`config.mk`:
```
export PLATFORM = sky130hd
export DESIGN_NAME = sddr_read_leveler
export DESIGN_NICKNAME = d
export VERILOG_FILES = /design/src/rtl/sddr_read_leveler.sv
export SDC_FILE = /design/constraint.sdc
export NUM_CORES = 1
export LEC_CHECK = 0
export ABC_AREA = 1
export CORE_UTILIZATION = 25
export CTS_CLUSTER_SIZE = 20
export DETAILED_ROUTE_END_ITERATION = 8
export PLACE_DENSITY = 0.45
export SYNTH_ARGS = -nofsm -noshare
export SYNTH_HDL_FRONTEND = slang
export SYNTH_SLANG_ARGS = --single-unit
```
`constraint.sdc`:
```
create_clock -name in_ddr_clock_i -period 4.9 [get_ports in_ddr_clock_i]
set_input_delay 0.98 -clock in_ddr_clock_i [delete_from_list [all_inputs] [get_ports in_ddr_clock_i]]
set_output_delay 0.98 -clock in_ddr_clock_i [all_outputs]
set_load 0.01 [all_outputs]
```
`src/rtl/sddr_read_leveler.sv`:
```
// rtl/sddr_read_leveler.sv - per-lane DQS read-capture tap sweep and window centring.
// Optional read-timeout abort guarded by SDDR_RDLVL_TIMEOUT_EN.
module sddr_read_leveler #(
  parameter int         DATA_BITS      = 16,
  parameter int         TAP_BITS       = 5,
  parameter int         SETTLE_CYCLES  = 8,
  parameter int         SAMPLES        = 4,
  parameter logic [7:0] PAT_RISE       = 8'h55,
  parameter logic [7:0] PAT_FALL       = 8'hAA,
  parameter int         TIMEOUT_CYCLES = 64
) (
  input  logic                             in_ddr_clock_i,
  input  logic                             in_phy_reset_i,
  input  logic                             start_i,
  output logic                             busy_o,
  output logic                             done_o,
  output logic                             fail_o,
  output logic                             rd_req_o,
  input  logic                             rd_ack_i,
  input  logic                             rd_valid_i,
  input  logic [2*DATA_BITS-1:0]           rd_dq_i,
  output logic [DATA_BITS/8-1:0]           dly_ld_o,
  output logic [(DATA_BITS/8)*TAP_BITS-1:0] dly_val_o,
  output logic [DATA_BITS/8-1:0]           dly_ce_o,
  output logic                             dly_inc_o,
  output logic [(DATA_BITS/8)*TAP_BITS-1:0] tap_o,
  output logic [DATA_BITS/8-1:0]           lane_fail_o
);
  localparam int L       = DATA_BITS / 8;
  localparam int CNT_MAX = (SETTLE_CYCLES > TIMEOUT_CYCLES) ? SETTLE_CYCLES : TIMEOUT_CYCLES;
  localparam int CNT_W   = $clog2(CNT_MAX + 1);
  localparam int SMP_W   = $clog2(SAMPLES + 1);

  typedef enum logic [3:0] {IDLE, LOAD0, SETTLE, REQ, WAIT, EVAL, STEP, CENTER, FINISH} state_t;
  state_t state_q, state_d;

  logic [CNT_W-1:0]             cnt_q;
  logic [SMP_W-1:0]             smp_q;
  logic [TAP_BITS-1:0]          tap_q;
  logic [L-1:0]                 pass_q, seen_q, closed_q, lane_fail_q, match;
  logic [L-1:0][TAP_BITS-1:0]   first_q, last_q, center_val, tap_out_q;
  logic [L-1:0][TAP_BITS:0]     sum_w;
  logic                         done_q, fail_q;

  always_comb begin
    match      = '0;
    sum_w      = '0;
    center_val = '0;
    for (int l = 0; l < L; l++) begin
      match[l] = (rd_dq_i[8*l +: 8] == PAT_RISE) && (rd_dq_i[DATA_BITS + 8*l +: 8] == PAT_FALL);
      // Sum at TAP_BITS+1 bits so the midpoint of a window ending at max tap cannot wrap.
      sum_w[l]      = {1'b0, first_q[l]} + {1'b0, last_q[l]};
      center_val[l] = seen_q[l] ? sum_w[l][TAP_BITS:1] : '0;
    end
  end

  always_comb begin
    state_d = state_q;
    case (state_q)
      IDLE:   if (start_i) state_d = LOAD0;
      LOAD0:  state_d = SETTLE;
      SETTLE: if (cnt_q == CNT_W'(SETTLE_CYCLES - 1)) state_d = REQ;
      REQ:    if (rd_ack_i) state_d = WAIT;
      WAIT: begin
        if (rd_valid_i) state_d = (smp_q == SMP_W'(SAMPLES - 1)) ? EVAL : REQ;
`ifdef SDDR_RDLVL_TIMEOUT_EN
        else if (cnt_q == CNT_W'(TIMEOUT_CYCLES - 1)) state_d = FINISH;
`endif
      end
      EVAL:   state_d = (tap_q == '1) ? CENTER : STEP;
      STEP:   state_d = SETTLE;
      CENTER: state_d = FINISH;
      FINISH: state_d = IDLE;
      default: state_d = IDLE;
    endcase
  end

  always_ff @(posedge in_ddr_clock_i or posedge in_phy_reset_i) begin
    if (in_phy_reset_i) begin
      state_q     <= IDLE;
      cnt_q       <= '0;
      smp_q       <= '0;
      tap_q       <= '0;
      pass_q      <= '0;
      seen_q      <= '0;
      closed_q    <= '0;
      first_q     <= '0;
      last_q      <= '0;
      tap_out_q   <= '0;
      lane_fail_q <= '0;
      done_q      <= 1'b0;
      fail_q      <= 1'b0;
    end else begin
      state_q <= state_d;
      cnt_q   <= (state_d != state_q) ? '0 : cnt_q + 1'b1;
      case (state_q)
        IDLE: if (start_i) begin
          done_q      <= 1'b0;
          fail_q      <= 1'b0;
          lane_fail_q <= '0;
        end
        LOAD0: begin
          tap_q    <= '0;
          smp_q    <= '0;
          pass_q   <= '1;
          seen_q   <= '0;
          closed_q <= '0;
          first_q  <= '0;
          last_q   <= '0;
        end
        WAIT: begin
          if (rd_valid_i) begin
            pass_q <= pass_q & match;
            smp_q  <= smp_q + 1'b1;
          end
`ifdef SDDR_RDLVL_TIMEOUT_EN
          else if (cnt_q == CNT_W'(TIMEOUT_CYCLES - 1)) begin
            lane_fail_q <= '1;
            tap_out_q   <= '0;
          end
`endif
        end
        EVAL: for (int l = 0; l < L; l++) begin
          // Only the first window counts: once closed, later passes are ignored.
          if (pass_q[l]) begin
            if (!seen_q[l]) begin
              seen_q[l]  <= 1'b1;
              first_q[l] <= tap_q;
              last_q[l]  <= tap_q;
            end else if (!closed_q[l]) begin
              last_q[l] <= tap_q;
            end
          end else if (seen_q[l]) begin
            closed_q[l] <= 1'b1;
          end
        end
        STEP: begin
          tap_q  <= tap_q + 1'b1;
          smp_q  <= '0;
          pass_q <= '1;
        end
        CENTER: begin
          tap_out_q   <= center_val;
          lane_fail_q <= ~seen_q;
        end
        FINISH: begin
          done_q <= ~|lane_fail_q;
          fail_q <= |lane_fail_q;
        end
        default: ;
      endcase
    end
  end

  assign busy_o      = (state_q != IDLE);
  assign done_o      = done_q;
  assign fail_o      = fail_q;
  assign rd_req_o    = (state_q == REQ);
  assign dly_ld_o    = (state_q == LOAD0 || state_q == CENTER) ? '1 : '0;
  assign dly_val_o   = (state_q == CENTER) ? center_val : '0;
  assign dly_ce_o    = (state_q == STEP) ? '1 : '0;
  assign dly_inc_o   = 1'b1;
  assign tap_o       = tap_out_q;
  assign lane_fail_o = lane_fail_q;
endmodule

```
### After elaboration in Yosys (flattened, before gate mapping)

Cells that the tools add are included.

| cells by class | value |
|---|---|
| add/sub/neg operators | 5 |
| eq/ne operators | 28 |
| muxes and demuxes | 43 |
| bitwise operators | 2 |
| reduce and logical (&&, ||, !) cells | 24 |

Operator list:

| operator | number |
|---|---|
| two-way mux 5 bit | 12 |
| one-hot mux 10 bit (2 select lines) | 2 |
| one-hot mux 4 bit (7 select lines) | 1 |
| inequality test 2 bit, second input constant | 10 |
| AND reduction 3 bit | 6 |
| equality test 4 x 3 -> 1 bit, second input constant | 4 |
| equality test 8 x 7 -> 1 bit, second input constant | 2 |
| equality test 8 bit, second input constant | 2 |
| two-way mux 4 bit | 4 |
| one-hot mux 2 bit (2 select lines) | 4 |
| adder 5 x 5 -> 6 bit | 2 |
| two-way mux 10 bit | 1 |
| one-hot mux 5 bit (2 select lines) | 1 |
| AND reduction 2 bit | 5 |
| nonzero test 2 bit | 5 |
| equality test 4 x 2 -> 1 bit, second input constant | 2 |
| two-way mux 1 bit | 8 |
| two-way mux 2 bit | 4 |
| adder 7 x 1 -> 7 bit, second input constant | 1 |
| equality test 7 x 3 -> 1 bit, second input constant | 1 |
| two-way mux 7 bit | 1 |
| two-way mux 3 bit | 2 |
| inequality test 3 bit, second input constant | 2 |
| one-hot mux 3 bit (2 select lines) | 1 |
| 16 further kinds | 19 |

| storage, ports and cells | value |
|---|---|
| flip-flop bits (word level) | 59 |
| output and inout bits | 31 |
| word-level logic and storage cells | 120 |

### Logic depth before layout (Yosys ltp)

| depth | value |
|---|---|
| depth in word-level cells | 6 |
| mapped depth | 11 |

### Worst setup path before layout

OpenSTA, ideal clock, no wires.

| path | value |
|---|---|
| kind | register to output |
| start point | register first_q[0] in the netlist's numbering |
| end point | output dly_val_o[3] |
| data arrival time | 1.372 ns |
| data required time | 3.920 ns |
| slack | 2.548 ns |
| stages on the path, launching flop included | 8 |
| path through | dfrtp_1 > nand2_1 > inv_1 > fa_1 > a21oi_1 > o21ai_0 > xnor2_1 > nor2_1 |

| between the ends | value |
|---|---|
| word-level cells in the longest chain between the ends | 3 |

RTL lines:

| element | line | source |
|---|---|---|
| start, declared | 41 | `logic [L-1:0][TAP_BITS-1:0] first_q, last_q, center_val, tap_out_q;` |
| start signal, assigned by index | 128 | `first_q[l] <= tap_q;` |
| adder 5 x 5 -> 6 bit | 52 | `sum_w[l] = {1'b0, first_q[l]} + {1'b0, last_q[l]};` |
| two-way mux 5 bit | 53 | `center_val[l] = seen_q[l] ? sum_w[l][TAP_BITS:1] : '0;` |
| two-way mux 10 bit | 160 | `assign dly_val_o = (state_q == CENTER) ? center_val : '0;` |
| end, declared | 23 | `output logic [(DATA_BITS/8)*TAP_BITS-1:0] dly_val_o,` |

No other way between the ends.

### Worst setup path in the final report

| path | value |
|---|---|
| start point | register first_q[2] in the netlist's numbering |
| end point | output dly_val_o[4] |

The elaborated chain is that of the path after synthesis.

==> run summary <==
CTS buffer count - 9
Number of global-route vias before repair - 2,612
Post-synthesis sequential area ratio - 0.481
Overall power - 1.65 mW
Initial antenna violation count - 0
Max Clock Freq - 0.306 GHz
Most frequent cell after synthesis - nand2_1
Total Wirelength - 7520 um
Worst slew margin - 0.418
Mean Syn Cell Area - 8.30 um^2
Layout Utilization - 0.346
Critical path peak fanout - 4
CTS tree - built
Area growth syn-to-layout - 35.2%
Setup Fix Bufs, Post-CTS - 0
# rows - 40
Final hold viol count - 0
Setup TNS - 0 ns
CP Capture Type - output port
DP HPWL - 5740 um
Delay-heaviest family, CP - buffers and inverters
Diode count - 0
Worst Hold Class - reg -> reg
Cell depth of the worst setup path - 8
Yosys cell types - 28
Die X - 113 um
CTS resizes - 0
Dominant synthesized flop cell - dfrtp_1
Critical Path AT - 2.29 ns
Vias - 2,590
Grt total ovfl - 0
Final Critical Period - 3.27 ns
Finished Cell Area - 0.00415 mm^2
Largest net degree at the start of global routing - 42
Worst Hold Depth - 1
Root Driver - clkbuf_16
CP cell instances - ha_1, nand2_1, o21ai_0, nand2_1, nand2_1, a21oi_1, nor2_1, clkdlybuf4s50_1
RSZ-0062 raised after global routing - false
Port Buffers - 66
Cell mode on critical path - nand2_1
R2R depth - 8
CP peak stage delay - 0.55 ns
CTS H-Tree Depth - 3
Biggest area consumer among synthesized cells - dfrtp_1
Die Span Y - 113 um
Placed instance area - 0.00387 mm^2
Drt pass-1 iters - 4
Final Skew - 0.00449 ns
Worst EP required - 3.92 ns
Yosys warning total - 0
Antenna-violating nets left - 0
Clock Latency Late Sink - 0.33 ns
Hold_buf cts - 0
Synth Register Bits - 59
Type of the worst setup path - reg -> out
Routed wire length per instance - 12.7 um
Synth area leaders - dfrtp_1 48%, nand2_1 11%, ha_1 5.3%, nor2_1 5.1%, o21ai_0 4.7%
First-pass GRT wire length - 12,900 um
Initial DRC count - 133
Via/cell ratio - 4.37
Share of layout cells above drive strength 1 - 0.0762
Post-route clock period utilization - 0.667
GRT Total Usage - 0.130
Sink Count - 59
Setup crit start kind - flip-flop
Slowest stage cell, crit path - clkdlybuf4s50_1
Drt drc - 0
Final #Nets - 493
Commonest cells post-synth - 86 x nand2_1, 59 x dfrtp_1, 42 x nor2_1, 37 x inv_1, 29 x o21ai_0
Number of synthesized flops with an enable pin - 0
CTS max path bufs - 2
Syn Inst Count - 370
Yosys top cell area share - 0.481
MaxCap Viol Count - 0
Core area - 0.0120 mm^2
Ys async rst share - 1.00
Final setup fails - 0
CTS clk-pin slew, worst paths - 0.06 ns
Pwr per Cell Area - 397 mW/mm^2
Leak Pwr - 1.88 nW
Total die area - 0.0127 mm^2
Top-Level Pins - 68
WP buf/inv - 1
Mapped Nets - 422
Slew at the pin closest to its max-slew limit - 0.872 ns
Syn Std Cell Area - 0.00307 mm^2
Worst vdd ir - 0.133 mV
Final GP Congestion - 0.786
Status - finished, final reports clean
Starting Density - 0.256
Max Slew Vio Count - 0
cell usage in the layout (no fill, tap or decap), types with 5 or more instances in the layout:
cell / n
ha_1: 13
xnor2_1: 6
xor2_1: 5
dfrtp_1: 59
nor3_1: 11
clkbuf_16: 9
a21oi_1: 13
nand3_1: 24
nand4_1: 6
inv_1: 36
nand2_1: 86
o21ai_0: 29
clkdlybuf4s50_1: 66
nor2_1: 42
cells by family (layout without fill, tap and decap cells):
family | after synthesis | after routing | share of synthesized area
xor+xnor | 11 | 11 | 0.0314
other cells | 1 | 1 | 0.00122
flops | 59 | 59 | 0.481
fa+ha+maj | 15 | 15 | 0.0660
compound gates | 54 | 54 | 0.0949
simple gates | 183 | 183 | 0.261
buf+inv | 47 | 123 | 0.0648
per-layer routing:
layer / vias up / wire length [um] / GRT usage
li1: 1349 / - / -
met1: 1196 / 3640 / 0.169
met2: 34 / 3490 / 0.202
met3: 11 / 272 / 0.0428
met4: 0 / 119 / 0.0462
met5: - / 0 / 0
worst paths after layout:
check | to | slack (ns) | startpoint
setup / recovery | dly_val_o[4] | 1.63 | first_q[2]
hold / removal | cnt_q[0] | 0.47 | cnt_q[0]
setup reg to reg | last_q[1] | 2.64 | state_q[1]
hold reg to reg | cnt_q[0] | 0.47 | cnt_q[0]
max in group asynchronous | last_q[9] | 2.94 | in_phy_reset_i
min in group asynchronous | fail_o | 1.16 | in_phy_reset_i
state kept, by name, summed over array words and instances, names as in the netlist:
signal       cells
lane_fail_o      2
last_q          10
done_o           1
tap_q            5
closed_q         2
pass_q           2
smp_q            3
first_q         10
fail_o           1
state_q          4
seen_q           2
tap_o           10
cnt_q            7
power breakdown:
part           leakage, nW  switching [mW]  total [mW]  internal (mW)
clock network        0.128           0.236       0.580          0.344
logic                0.957           0.262       0.438          0.176
registers            0.796          0.0675       0.632          0.565
total                 1.88           0.565        1.65           1.08
final cells by class:
type / instances / area (um^2)
Inverter: 40 / 150
Sequential cell: 59 / 1480
Timing Repair Buffer: 67 / 668
Clock inverter: 7 / 53.8
Clock buffer: 9 / 225
Multi-Input combinational cell: 264 / 1400
Fill cell: 1269 / 7860
Tap cell: 147 / 184
through the flow:
step / instances / worst slack [ns] / hold WS, ns
final: 593 / 1.63 / 0.475
after global routing: 593 / 1.41 / 0.508
after CTS: 593 / 1.61 / 0.475
after detailed placement: 577 / 1.97 / 0.468
after global placement: 577 / 1.98 / 0.463
after floorplan: 370 / 2.46 / 0.442
Note: power is estimated with default switching activity, not from simulation.
